===== config.mk =====
export PLATFORM = sky130hd
export DESIGN_NAME = pc_adder_control
export DESIGN_NICKNAME = d
export VERILOG_FILES = /design/src/rtl/pc_adder_control.sv
export SDC_FILE = /design/constraint.sdc
export NUM_CORES = 1
export LEC_CHECK = 0
export CAP_MARGIN = 20
export CORE_MARGIN = 4
export CORE_UTILIZATION = 33
export DETAILED_ROUTE_END_ITERATION = 7
export GPL_TIMING_DRIVEN = 0
export HOLD_SLACK_MARGIN = 0.12
export PLACE_DENSITY = 0.78
export SYNTH_ARGS = -nofsm -noshare
export SYNTH_HDL_FRONTEND = slang
export SYNTH_SLANG_ARGS = --single-unit

===== constraint.sdc =====
create_clock -name clk -period 4.8 [get_ports clk]
set_clock_uncertainty 0.05 [all_clocks]
set_input_delay 0.96 -clock clk [delete_from_list [all_inputs] [get_ports clk]]
set_output_delay 0.96 -clock clk [all_outputs]
set_load 0.05 [all_outputs]

===== src/rtl/pc_adder_control.sv =====
// rtl/pc_adder_control.sv - program counter with branch/jump adder and optional misalign trap
// Optional feature: define PC_MISALIGN_CHECK_EN to hold pc on misaligned redirect targets.
module pc_adder_control #(
  parameter int              XLEN     = 32,
  parameter logic [XLEN-1:0] RESET_PC = '0
) (
  input  logic            clk,
  input  logic            rst,
  input  logic            enpc,
  input  logic            jal,
  input  logic            jalr,
  input  logic            b,
  input  logic            comp,
  input  logic [XLEN-1:0] rd1,
  input  logic [XLEN-1:0] imm_j,
  input  logic [XLEN-1:0] imm_b,
  output logic [XLEN-1:0] pc,
  output logic [XLEN-1:0] pc_plus4,
  output logic [XLEN-1:0] next_pc,
  output logic            redirect,
  output logic            misaligned
);

  localparam logic [XLEN-1:0] FOUR     = XLEN'(4);
  localparam logic [XLEN-1:0] BIT0_CLR = ~XLEN'(1);

  logic            taken;
  logic [XLEN-1:0] offset;
  logic [XLEN-1:0] increment;
  logic [XLEN-1:0] sum;

  // A single adder serves both sequential and pc-relative targets.
  always_comb begin
    taken     = jal | (comp & b);
    offset    = b ? imm_b : imm_j;
    increment = taken ? offset : FOUR;
    sum       = pc + increment;
    next_pc   = jalr ? (rd1 & BIT0_CLR) : sum;
    redirect  = jalr | taken;
    pc_plus4  = pc + FOUR;
  end

`ifdef PC_MISALIGN_CHECK_EN
  logic trap;

  always_comb begin
    trap = enpc & redirect & (next_pc[1:0] != 2'b00);
  end

  always_ff @(posedge clk) begin
    if (rst) begin
      pc         <= RESET_PC;
      misaligned <= 1'b0;
    end else begin
      misaligned <= trap;
      if (trap) begin
        pc <= pc;
      end else if (enpc) begin
        pc <= next_pc;
      end else begin
        pc <= pc_plus4;
      end
    end
  end
`else
  always_ff @(posedge clk) begin
    if (rst) begin
      pc <= RESET_PC;
    end else if (enpc) begin
      pc <= next_pc;
    end else begin
      pc <= pc_plus4;
    end
  end

  assign misaligned = 1'b0;
`endif

endmodule


**After elaboration in Yosys (flattened, before gate mapping)**

Index checks and enable logic that the tools add are counted.

- Flip-flop bits (word level): 32
- Input bits: 103
- Output and inout bits: 98
- Logic and storage cells: 10

- $add $sub $neg: 2
- Mux-type cells: 4
- Bitwise gates (word level): 3

Operator list:

| cell | number |
|---|---|
| 32-bit 2-to-1 mux | 4 |
| 32-bit by 3-bit adder with 32-bit output (second input constant) | 1 |
| 32-bit adder | 1 |
| 1-bit OR | 2 |
| 1-bit bitwise AND | 1 |

**Longest topological paths before layout**

Gate-level depths: netlist of run 1.

- Depth in word-level cells: 6
- Gate-level depth with buffers: 15

**Worst setup path after synthesis of run 1**

No wires, ideal clock.

- Kind: input to output
- From: input b
- To: output next_pc[30]
- Arrival time: 4,853 ps
- Data required time: 3,790 ps
- Path slack: -1,063 ps
- Stages on the path: 15
- Buffers on the path: 2
- Cells stage by stage: clkbuf_1 buf_1 mux2i_1 nor2_1 ha_1 inv_1 fa_1 nor2b_4 o31ai_4 a211o_1 a211oi_2 o41ai_2 o21a_1 mux2i_1 o21ai_0

- Word-level cells in the longest chain between the ends: 5
- Elaborated cells between the ends (all ways): 6
- Those cells by class: add/sub (1); mux (3); bitwise (2)

RTL lines:

| what | RTL line | RTL |
|---|---|---|
| from (decl) | 12 | `input logic b,` |
| 1-bit bitwise AND | 34 | `taken = jal \| (comp & b);` |
| 1-bit OR | 34 |  |
| 32-bit 2-to-1 mux (*) | 36 | `increment = taken ? offset : FOUR;` |
| 32-bit adder (*) | 37 | `sum = pc + increment;` |
| 32-bit 2-to-1 mux (*) | 38 | `next_pc = jalr ? (rd1 & BIT0_CLR) : sum;` |
| to (decl) | 19 | `output logic [XLEN-1:0] next_pc,` |

Every way passes the cells marked *; elsewhere a longest branch is shown, timed or not.

**Worst setup path in the final report of run 1**

- From: input b
- To: output next_pc[24]

Same word-level chain as after synthesis.

==> qor.csv, run 1 <==
stage,metric,value,unit
yosys,sequential cell area fraction in the yosys report,0.149,
global_routing,vias in the first global route,5332,
cts,root buf cell,clkbuf_16,
cts,hold_buf cts,0,
worst_setup_path,"Critical Path, Cell by Cell","clkbuf_16, a21oi_4, buf_6, buf_8, nor2_2, ha_1, o21a_1, o211ai_1, a211o_1, a211oi_4, or4_4, a31oi_4, mux2i_2, nand2_2, buf_6",
routing,total routed wirelength,19.2,mm
yosys,number of synthesized flops with an enable pin,0,
cts,clock sinks,32,
worst_setup_path,R2R depth,19,
sta,RSZ-0062 raised after global routing,yes,
die,placement row count,41,
routing,Starting DRT DRC Count,403,
worst_setup_path,crit-path max FO,6,
worst_setup_path,crit end category,primary output,
place,dpl hpwl,13.7,mm
sta,fin crit share,1.05,
pwr,sw power,881,uW
cts,TritonCTS clock tree,built,
sta,Slew HR,0.325,
outcome,violated checks,negative setup slack,
yosys,Mapped Nets,732,
sta,fmax,199,MHz
pwr,Logic pwr share,0.643,
cells_and_area,max reg flops,32,
yosys,synth warn,0,
pwr,peak supply drop,0.159,mV
cells_and_area,Reg with most FFs,pc,
die,full die area,0.0150,sq mm
sta,final setup violating endpoints,8,
die,Die X,122,microns
die,die height,122,microns
cts,Worst-path clk slew,60,ps
cells_and_area,Layout Nets,980,
worst_setup_path,crit start category,primary input,
worst_setup_path,Critical Path Most Common Cell,buf_6,
die,I/O pin count,201,
routing,drt pass-1 iters,5,
sta,Tmin final,5030,ps
cts,clk_lat worst skew,290,ps
hold_path,Hold Path Class,register to register,
pwr,Cell Int Power,984,uW
routing,DR WL/cell,18.9,microns
yosys,Cell variety after synth,60,
place,I/O Buffers,194,
global_routing,grt total ovfl,0,
hold_path,Hold Path Depth,2,
die,Core ar.,0.0127,sq mm
sta,setup TNS,-797,ps
pwr,power per cell area,242,mW/mm^2
yosys,ys async rst share,0,
cells_and_area,layout cells sized above 1,0.237,
pwr,clock network power share,0.180,
cts,Num CTS Buffers,5,
routing,vias per cell,5.48,
global_routing,initial antenna violation count,0,
outcome,status,finished with violations,
cells_and_area,Layout area overhead,78.7,%
worst_setup_path,CP Buf/Inv Count,4,
pwr,Sw Share,0.473,
sta,Final Hold Vio Count,0,
pwr,leakage power,3.34,nW
routing,via count,5572,
cells_and_area,biggest regs,pc x32,
run,Max-cap violations,0,
cells_and_area,n_diodes,0,
cells_and_area,"commonest non-fill, non-tap cell in the layout",clkdlybuf4s50_1,
sta,WHS,569,ps
yosys,"Avg Cell Area, Syn",7.23,sq um
sta,Worst-Margin Slew,1010,ps
yosys,leading area contributor after synthesis,dfxtp_1,
yosys,synthesized instance count,596,
yosys,Synth Flop Type,dfxtp_1,
global_routing,first-pass GRT wire length,27.7,mm
cells_and_area,"commonest cells after routing, fill and taps aside","156 x clkdlybuf4s50_1, 78 x nor2_1, 68 x nand2_1",
worst_setup_path,Crit. path cell count,15,
global_routing,GRT Overall Usage,0.235,
cts,H-tree lvl count,2,
worst_setup_path,crit path kind,primary input to primary output,
cts,maximum clock path buffer count,2,
worst_setup_path,Worst EP required,3790,ps
worst_setup_path,crit-path leading delay family,compound AO/OA/AOI/OAI gates,
yosys,Area contributors post-synth,"dfxtp_1 15%, mux2i_1 11%, ha_1 9.3%",
pwr,Flop pwr share,0.177,
routing,DRC violations left,0,
worst_setup_path,"slowest stage delay, CP",480,ps
die,Starting Density,0.339,
yosys,"FF+latch count, synth",32,
sta,PnR worst setup slack,-226,ps
sta,count of pins over their slew limit,0,
worst_setup_path,critical path data arrival time,4020,ps
place,routability cong.,0.903,
yosys,mapped cell area,0.00431,sq mm
routing,ANT nets after route,0,
worst_setup_path,"slowest stage cell, crit path",or4_4,
yosys,Synth top area share,0.149,
global_routing,largest net degree at the start of global routing,11,
-- cell type report --
class	instances	area (sq um)
buffer	27	195
clock buffer	8	146
fill	1141	5020
inverter	13	48.8
multi-input combinational	520	4130
sequential	32	641
tap	172	215
timing repair buffer	245	2330
-- stage by stage --
| step | setup WS [ps] | instance area, sq um | std cells | power, mW | utilization |
|---|---|---|---|---|---|
| 2_1_floorplan | -57.8 | 4420 | 596 | 1.02 | - |
| 3_3_place_gp | -1480 | 6580 | 962 | 1.37 | 0.517 |
| 3_5_place_dp | -1520 | 6580 | 962 | 1.37 | 0.517 |
| 4_1_cts | -236 | 7110 | 997 | 1.76 | 0.559 |
| 5_1_grt | -349 | 7700 | 1017 | 1.94 | 0.606 |
| 6_report | -226 | 7700 | 1017 | 1.87 | 0.606 |
-- worst register-to-register path: stages, from the launching register on --
cell     delay (ps)
dfxtp_1         440
ha_4            180
inv_2            40
fa_2            370
nor2b_4         150
o31ai_4          90
a211o_1         330
buf_4           160
nand2_1         120
a31oi_4         120
o21ai_2         220
mux2i_2         110
buf_4           150
buf_4           120
buf_4           120
buf_4           120
buf_4           120
buf_4           120
buf_4           120
a31oi_1         190
-- power groups by stage --
stage / Clock, mW / Combinational [mW] / Sequential (mW)
after floorplan: 0 / 0.619 / 0.403
after global placement: 0 / 1.04 / 0.331
after detailed placement: 0 / 1.04 / 0.331
after CTS: 0.339 / 1.09 / 0.326
after global routing: 0.346 / 1.26 / 0.335
final: 0.336 / 1.20 / 0.331
-- what timing repair did --
item,4_1_cts,5_1_grt
setup endpoints to repair,31,29
setup buffers,29,22
cloned,0,1
pin swaps,17,34
gates resized for setup,170,121
-- Yosys cell counts, types with 4 or more instances --
cell type   n
nor2_1     87
nand2_1    72
mux2i_1    48
dfxtp_1    32
ha_1       32
o21ai_0    30
xnor2_1    29
a21oi_1    26
nand3_1    24
clkbuf_1   22
a21o_1     16
o21a_1     16
xor2_1     15
and3_1     13
inv_1      12
nor2b_1     9
a31oi_1     8
o211a_1     8
o31ai_1     8
nor3_1      7
a311oi_1    6
nand4_1     6
buf_1       5
nand2b_1    5
or3_1       5
a211o_1     4
a21boi_0    4
-- path summary, 6_finish.rpt --
kind         slack, ps           to  start
max               -230  next_pc[24]      b
min                570        pc[0]  pc[0]
max reg2reg       1280       pc[18]  pc[0]
min reg2reg        570        pc[0]  pc[0]
-- layer usage --
metal,part of all wire,wire length (microns),up-vias,track usage
met3,0.093,1790,38,0.0544
met1,0.40,7710,2597,0.296
li1,-,-,2643,-
met4,0.024,453,0,0.0686
met5,0,0,-,0
met2,0.48,9270,294,0.400
-- logic make-up (layout without fill, tap and decap cells) --
family / Yosys count / in the layout / share of synthesized area
AOI/OAI and AO/OA: 149 / 149 / 0.248
muxes: 48 / 48 / 0.111
adders and majority gates: 33 / 33 / 0.0975
DFF: 32 / 32 / 0.149
other: 1 / 1 / 0.000870
buffers and inverters: 44 / 293 / 0.0427
and+or+nand+nor: 245 / 245 / 0.262
xor gates and xnor gates: 44 / 44 / 0.0894
Note: power is estimated with default switching activity, not from simulation.
==> run 2, diff against run 1 <==
- CORE_ASPECT_RATIO: default -> 0.9
==> qor.csv, run 2 (synthesis gave the netlist of run 1 again) <==
stage,metric,value,unit
outcome,status,finished with violations,
outcome,violated checks,negative setup slack,
sta,PnR worst setup slack,-277,ps
cells_and_area,Layout Nets,958,
global_routing,initial antenna violation count,0,
global_routing,GRT Overall Usage,0.232,
cts,maximum clock path buffer count,2,
routing,total routed wirelength,18.7,mm
cts,hold_buf cts,0,
cells_and_area,biggest regs,pc x32,
cts,clk_lat worst skew,280,ps
cells_and_area,"commonest non-fill, non-tap cell in the layout",clkdlybuf4s50_1,
cells_and_area,Layout area overhead,70.9,%
sta,fin crit share,1.06,
cells_and_area,max reg flops,32,
worst_setup_path,"slowest stage delay, CP",570,ps
cells_and_area,fillcell total,1151,
worst_setup_path,crit path kind,primary input to primary output,
cells_and_area,post-layout util,0.578,
sta,count of pins over their slew limit,0,
die,Die X,128,microns
pwr,power per cell area,243,mW/mm^2
routing,ANT nets after route,0,
worst_setup_path,Critical Path Most Common Cell,clkbuf_16,
cts,TritonCTS clock tree,built,
cells_and_area,"commonest cells after routing, fill and taps aside","158 x clkdlybuf4s50_1, 84 x nor2_1, 68 x nand2_1",
worst_setup_path,R2R depth,13,
worst_setup_path,"slowest stage cell, crit path",or4_4,
global_routing,largest net degree at the start of global routing,11,
worst_setup_path,crit-path max FO,5,
place,dpl hpwl,13.8,mm
cells_and_area,Reg with most FFs,pc,
worst_setup_path,reg2reg setup slack,1750,ps
die,full die area,0.0150,sq mm
cts,H-tree lvl count,2,
global_routing,vias in the first global route,5229,
worst_setup_path,Worst EP required,3790,ps
sta,final setup violating endpoints,9,
routing,DRC violations left,0,
pwr,leakage power,3.23,nW
die,Core ar.,0.0127,sq mm
hold_path,Hold Path Depth,2,
die,Starting Density,0.339,
pwr,Pwr Total,1.79,mW
sta,RSZ-0062 raised after global routing,yes,
cts,Num CTS Buffers,5,
routing,via count,5374,
routing,DR WL/cell,19.0,microns
sta,setup TNS,-1250,ps
run,Max-cap violations,0,
pwr,peak supply drop,0.158,mV
cells_and_area,n_diodes,0,
die,die height,116,microns
sta,Worst-Margin Slew,1050,ps
place,I/O Buffers,194,
routing,vias per cell,5.46,
global_routing,grt total ovfl,0,
die,placement row count,39,
sta,Final Hold Vio Count,0,
worst_setup_path,crit start category,primary input,
worst_setup_path,"Critical Path, Cell by Cell","clkbuf_16, a21oi_4, buf_12, clkbuf_16, nor2_4, ha_4, inv_2, fa_2, nor2b_4, o31ai_4, a211o_1, a211oi_4, or4_4, a31oi_4, mux2i_2, nand2_2, buf_8",
routing,Starting DRT DRC Count,351,
cells_and_area,layout cells sized above 1,0.183,
global_routing,first-pass GRT wire length,27.5,mm
sta,Tmin final,5080,ps
sta,fmax,197,MHz
place,routability cong.,0.920,
worst_setup_path,critical path data arrival time,4070,ps
cts,root buf cell,clkbuf_16,
cts,clock sinks,32,
die,I/O pin count,201,
cts,Worst-path clk slew,50,ps
hold_path,Hold Path Class,register to register,
worst_setup_path,crit end category,primary output,
sta,Slew HR,0.299,
routing,drt pass-1 iters,5,
==> run 2: cell types whose count changed in the layout (fill, tap and decap cells not counted), sizes merged <==
cell,change
clkdlybuf4s50,+2
clkdlybuf4s15,-2
dlymetal6s2s,-2
clkbuf,+1
buf,-24
==> run 2: layout make-up <==
cell class	instances	area [sq um]	area share
plain buffers	28	214	0.0290
flip-flops and latches	32	641	0.0870
inverters	13	48.8	0.00662
multi-input cells	520	3970	0.538
well taps	164	205	0.0279
repair buffers	222	2170	0.294
clock buffers	5	125	0.0170
==> run 2: worst max-delay path, delay by kind of cell <==
family                   cells  cell delay [ps]
AND/OR/NAND/NOR              4              760
adder cells (fa/ha/maj)      2              380
buffers and inverters        5              630
multiplexers                 1              310
AO/OA/AOI/OAI                5             1000
==> run 2: path summary, 6_finish.rpt <==
kind            endpoint  start
max          next_pc[28]      b
min                pc[1]  pc[1]
max reg2reg       pc[31]  pc[2]
min reg2reg        pc[1]  pc[1]
==> run 2: metrics by stage <==
step           std cells  worst slack, ps  instance area, sq um  hold WS (ps)
2_1_floorplan        596            -57.8                  4420           715
3_3_place_gp         954            -1470                  6570           507
3_5_place_dp         954            -1470                  6570           525
4_1_cts              974             -209                  7060           539
5_1_grt              984             -357                  7370           587
6_report             984             -277                  7370           540
==> run 2: report_power, final <==
group          internal, mW  switching, mW
sequential            0.289         0.0393
clock                 0.184          0.126
combinational         0.458          0.696
==> run 2: what timing repair did <==
action	in CTS	in global routing
setup buffers	18	11
pin swaps	18	25
resized for setup	175	96
cloned	1	0
setup endpoints to repair	31	31
==> run 2: metal layers <==
| layer | routed length [microns] | GRT usage |
|---|---|---|
| met5 | 0 | 0 |
| met4 | 384 | 0.0721 |
| met3 | 1810 | 0.0549 |
| met2 | 8650 | 0.380 |
| met1 | 7820 | 0.305 |
==> run 3, diff against run 2 <==
- CTS_BUF_LIST: default -> sky130_fd_sc_hd__clkbuf_8
==> qor.csv, run 3 (synthesis gave the netlist of run 1 again) <==
stage,metric,value,unit
outcome,status,finished with violations,
outcome,violated checks,negative setup slack,
global_routing,GRT Overall Usage,0.232,
cells_and_area,Layout area overhead,68.0,%
worst_setup_path,Crit. path cell count,17,
pwr,Sw Share,0.504,
cells_and_area,final cell count without fillers,982,
worst_setup_path,R2R depth,13,
pwr,peak supply drop,0.157,mV
routing,vias per cell,5.46,
cts,hold_buf cts,0,
place,I/O Buffers,194,
sta,count of pins over their slew limit,0,
die,die height,116,microns
cells_and_area,biggest regs,pc x32,
cells_and_area,Reg with most FFs,pc,
global_routing,grt total ovfl,0,
global_routing,vias in the first global route,5226,
cts,Num CTS Buffers,5,
global_routing,initial antenna violation count,0,
pwr,Pwr Total,1.68,mW
sta,Final Hold Vio Count,0,
pwr,Flop pwr share,0.195,
worst_setup_path,"slowest stage delay, CP",570,ps
cells_and_area,Layout Nets,956,
pwr,Cell Int Power,832,uW
routing,ANT nets after route,0,
routing,drt pass-1 iters,4,
die,placement row count,39,
routing,DR WL/cell,18.8,microns
die,full die area,0.0150,sq mm
cts,clk_lat worst skew,300,ps
cells_and_area,layout cells sized above 1,0.174,
cells_and_area,max reg flops,32,
worst_setup_path,crit path kind,primary input to primary output,
worst_setup_path,"Critical Path, Cell by Cell","clkbuf_16, a21oi_4, buf_12, clkbuf_16, nor2_4, ha_4, inv_2, fa_2, nor2b_4, o31ai_4, a211o_1, a211oi_4, or4_4, a31oi_4, mux2i_2, nand2_2, buf_8",
sta,final setup violating endpoints,9,
cells_and_area,"commonest cells after routing, fill and taps aside","158 x clkdlybuf4s50_1, 84 x nor2_1, 69 x nand2_1",
die,Core ar.,0.0127,sq mm
sta,RSZ-0062 raised after global routing,yes,
sta,fmax,199,MHz
sta,PnR worst setup slack,-234,ps
place,routability cong.,0.920,
cts,Worst-path clk slew,70,ps
place,Placed Cells incl. Taps,954,
die,Die X,128,microns
pwr,sw power,845,uW
sta,Slew HR,0.296,
routing,via count,5360,
sta,Tmin final,5030,ps
hold_path,Hold Path Depth,2,
worst_setup_path,crit end category,primary output,
worst_setup_path,Worst EP required,3790,ps
place,pre-CTS WS,-1470,ps
pwr,Logic pwr share,0.680,
pwr,power per cell area,232,mW/mm^2
place,dpl hpwl,13.8,mm
routing,total routed wirelength,18.5,mm
die,Starting Density,0.339,
cts,TritonCTS clock tree,built,
worst_setup_path,crit start category,primary input,
cells_and_area,"commonest non-fill, non-tap cell in the layout",clkdlybuf4s50_1,
sta,setup TNS,-1080,ps
global_routing,largest net degree at the start of global routing,11,
worst_setup_path,"slowest stage cell, crit path",or4_4,
worst_setup_path,critical path data arrival time,4020,ps
die,I/O pin count,201,
worst_setup_path,CP Buf/Inv Count,5,
worst_setup_path,crit-path max FO,5,
pwr,leakage power,3.19,nW
pwr,clock network power share,0.125,
run,Max-cap violations,0,
cells_and_area,n_diodes,0,
cts,maximum clock path buffer count,2,
hold_path,Hold Path Class,register to register,
routing,Starting DRT DRC Count,325,
sta,fin crit share,1.05,
cts,H-tree lvl count,2,
global_routing,first-pass GRT wire length,27.5,mm
worst_setup_path,crit-path leading delay family,compound AO/OA/AOI/OAI gates,
cts,clock sinks,32,
sta,Worst-Margin Slew,1060,ps
worst_setup_path,Critical Path Most Common Cell,clkbuf_16,
routing,DRC violations left,0,
cts,root buf cell,clkbuf_8,
[run 3: cell count changes in the layout (fill, tap and decap cells not counted), moves of 3 or more]
cell / before / now
buf_6: 15 / 12
clkbuf_16: 7 / 2
clkbuf_8: 2 / 7
ha_1: 24 / 27
ha_4: 5 / 2
[run 3: worst min-delay path: cells and delay by family (launching register included)]
kind             cells  cell delay (ps)
and+or+nand+nor      1               50
muxes                1              140
DFF                  1              360
[run 3: final timing paths]
kind / slack (ps) / from / endpoint
max: -230 / b / next_pc[28]
min: 540 / pc[1] / pc[1]
max reg2reg: 1750 / pc[2] / pc[31]
min reg2reg: 540 / pc[1] / pc[1]
[run 3: power by group through the flow]
stage	Sequential, mW	Combinational [mW]	Clock, mW
6_report	0.327	1.14	0.210
5_1_grt	0.331	1.21	0.222
4_1_cts	0.326	1.09	0.213
3_5_place_dp	0.332	1.04	0
3_3_place_gp	0.331	1.04	0
2_1_floorplan	0.403	0.619	0
[run 3: timing repair]
action / 4_1_cts / 5_1_grt
pin swaps: 18 / 24
gates resized for setup: 175 / 84
endpoints found under the setup margin: 31 / 31
buffers inserted: 18 / 9
gates cloned: 1 / 0
[run 3: metal layers]
metal,wire length [microns],global-route usage,up-vias,share of wire
met5,0,0,-,0
met4,426,0.0721,0,0.023
met3,1810,0.0549,36,0.098
met1,7770,0.305,2478,0.42
met2,8460,0.380,264,0.46
li1,-,-,2582,-
[run 3: layout make-up]
class | count | area, sq um
inverter | 13 | 48.8
fill | 1164 | 5490
multi-input combinational | 520 | 3920
sequential | 32 | 641
clock buffer | 5 | 68.8
buffer | 28 | 210
tap | 164 | 205
timing repair buffer | 220 | 2150
[run 3: stage by stage]
| step | hold slack [ps] | utilization | area [sq um] |
|---|---|---|---|
| 3_3_place_gp | 507 | 0.516 | 6570 |
| 4_1_cts | 542 | 0.550 | 7000 |
| 3_5_place_dp | 525 | 0.516 | 6570 |
| 6_report | 541 | 0.569 | 7240 |
| 5_1_grt | 590 | 0.569 | 7240 |
| 2_1_floorplan | 715 | - | 4420 |
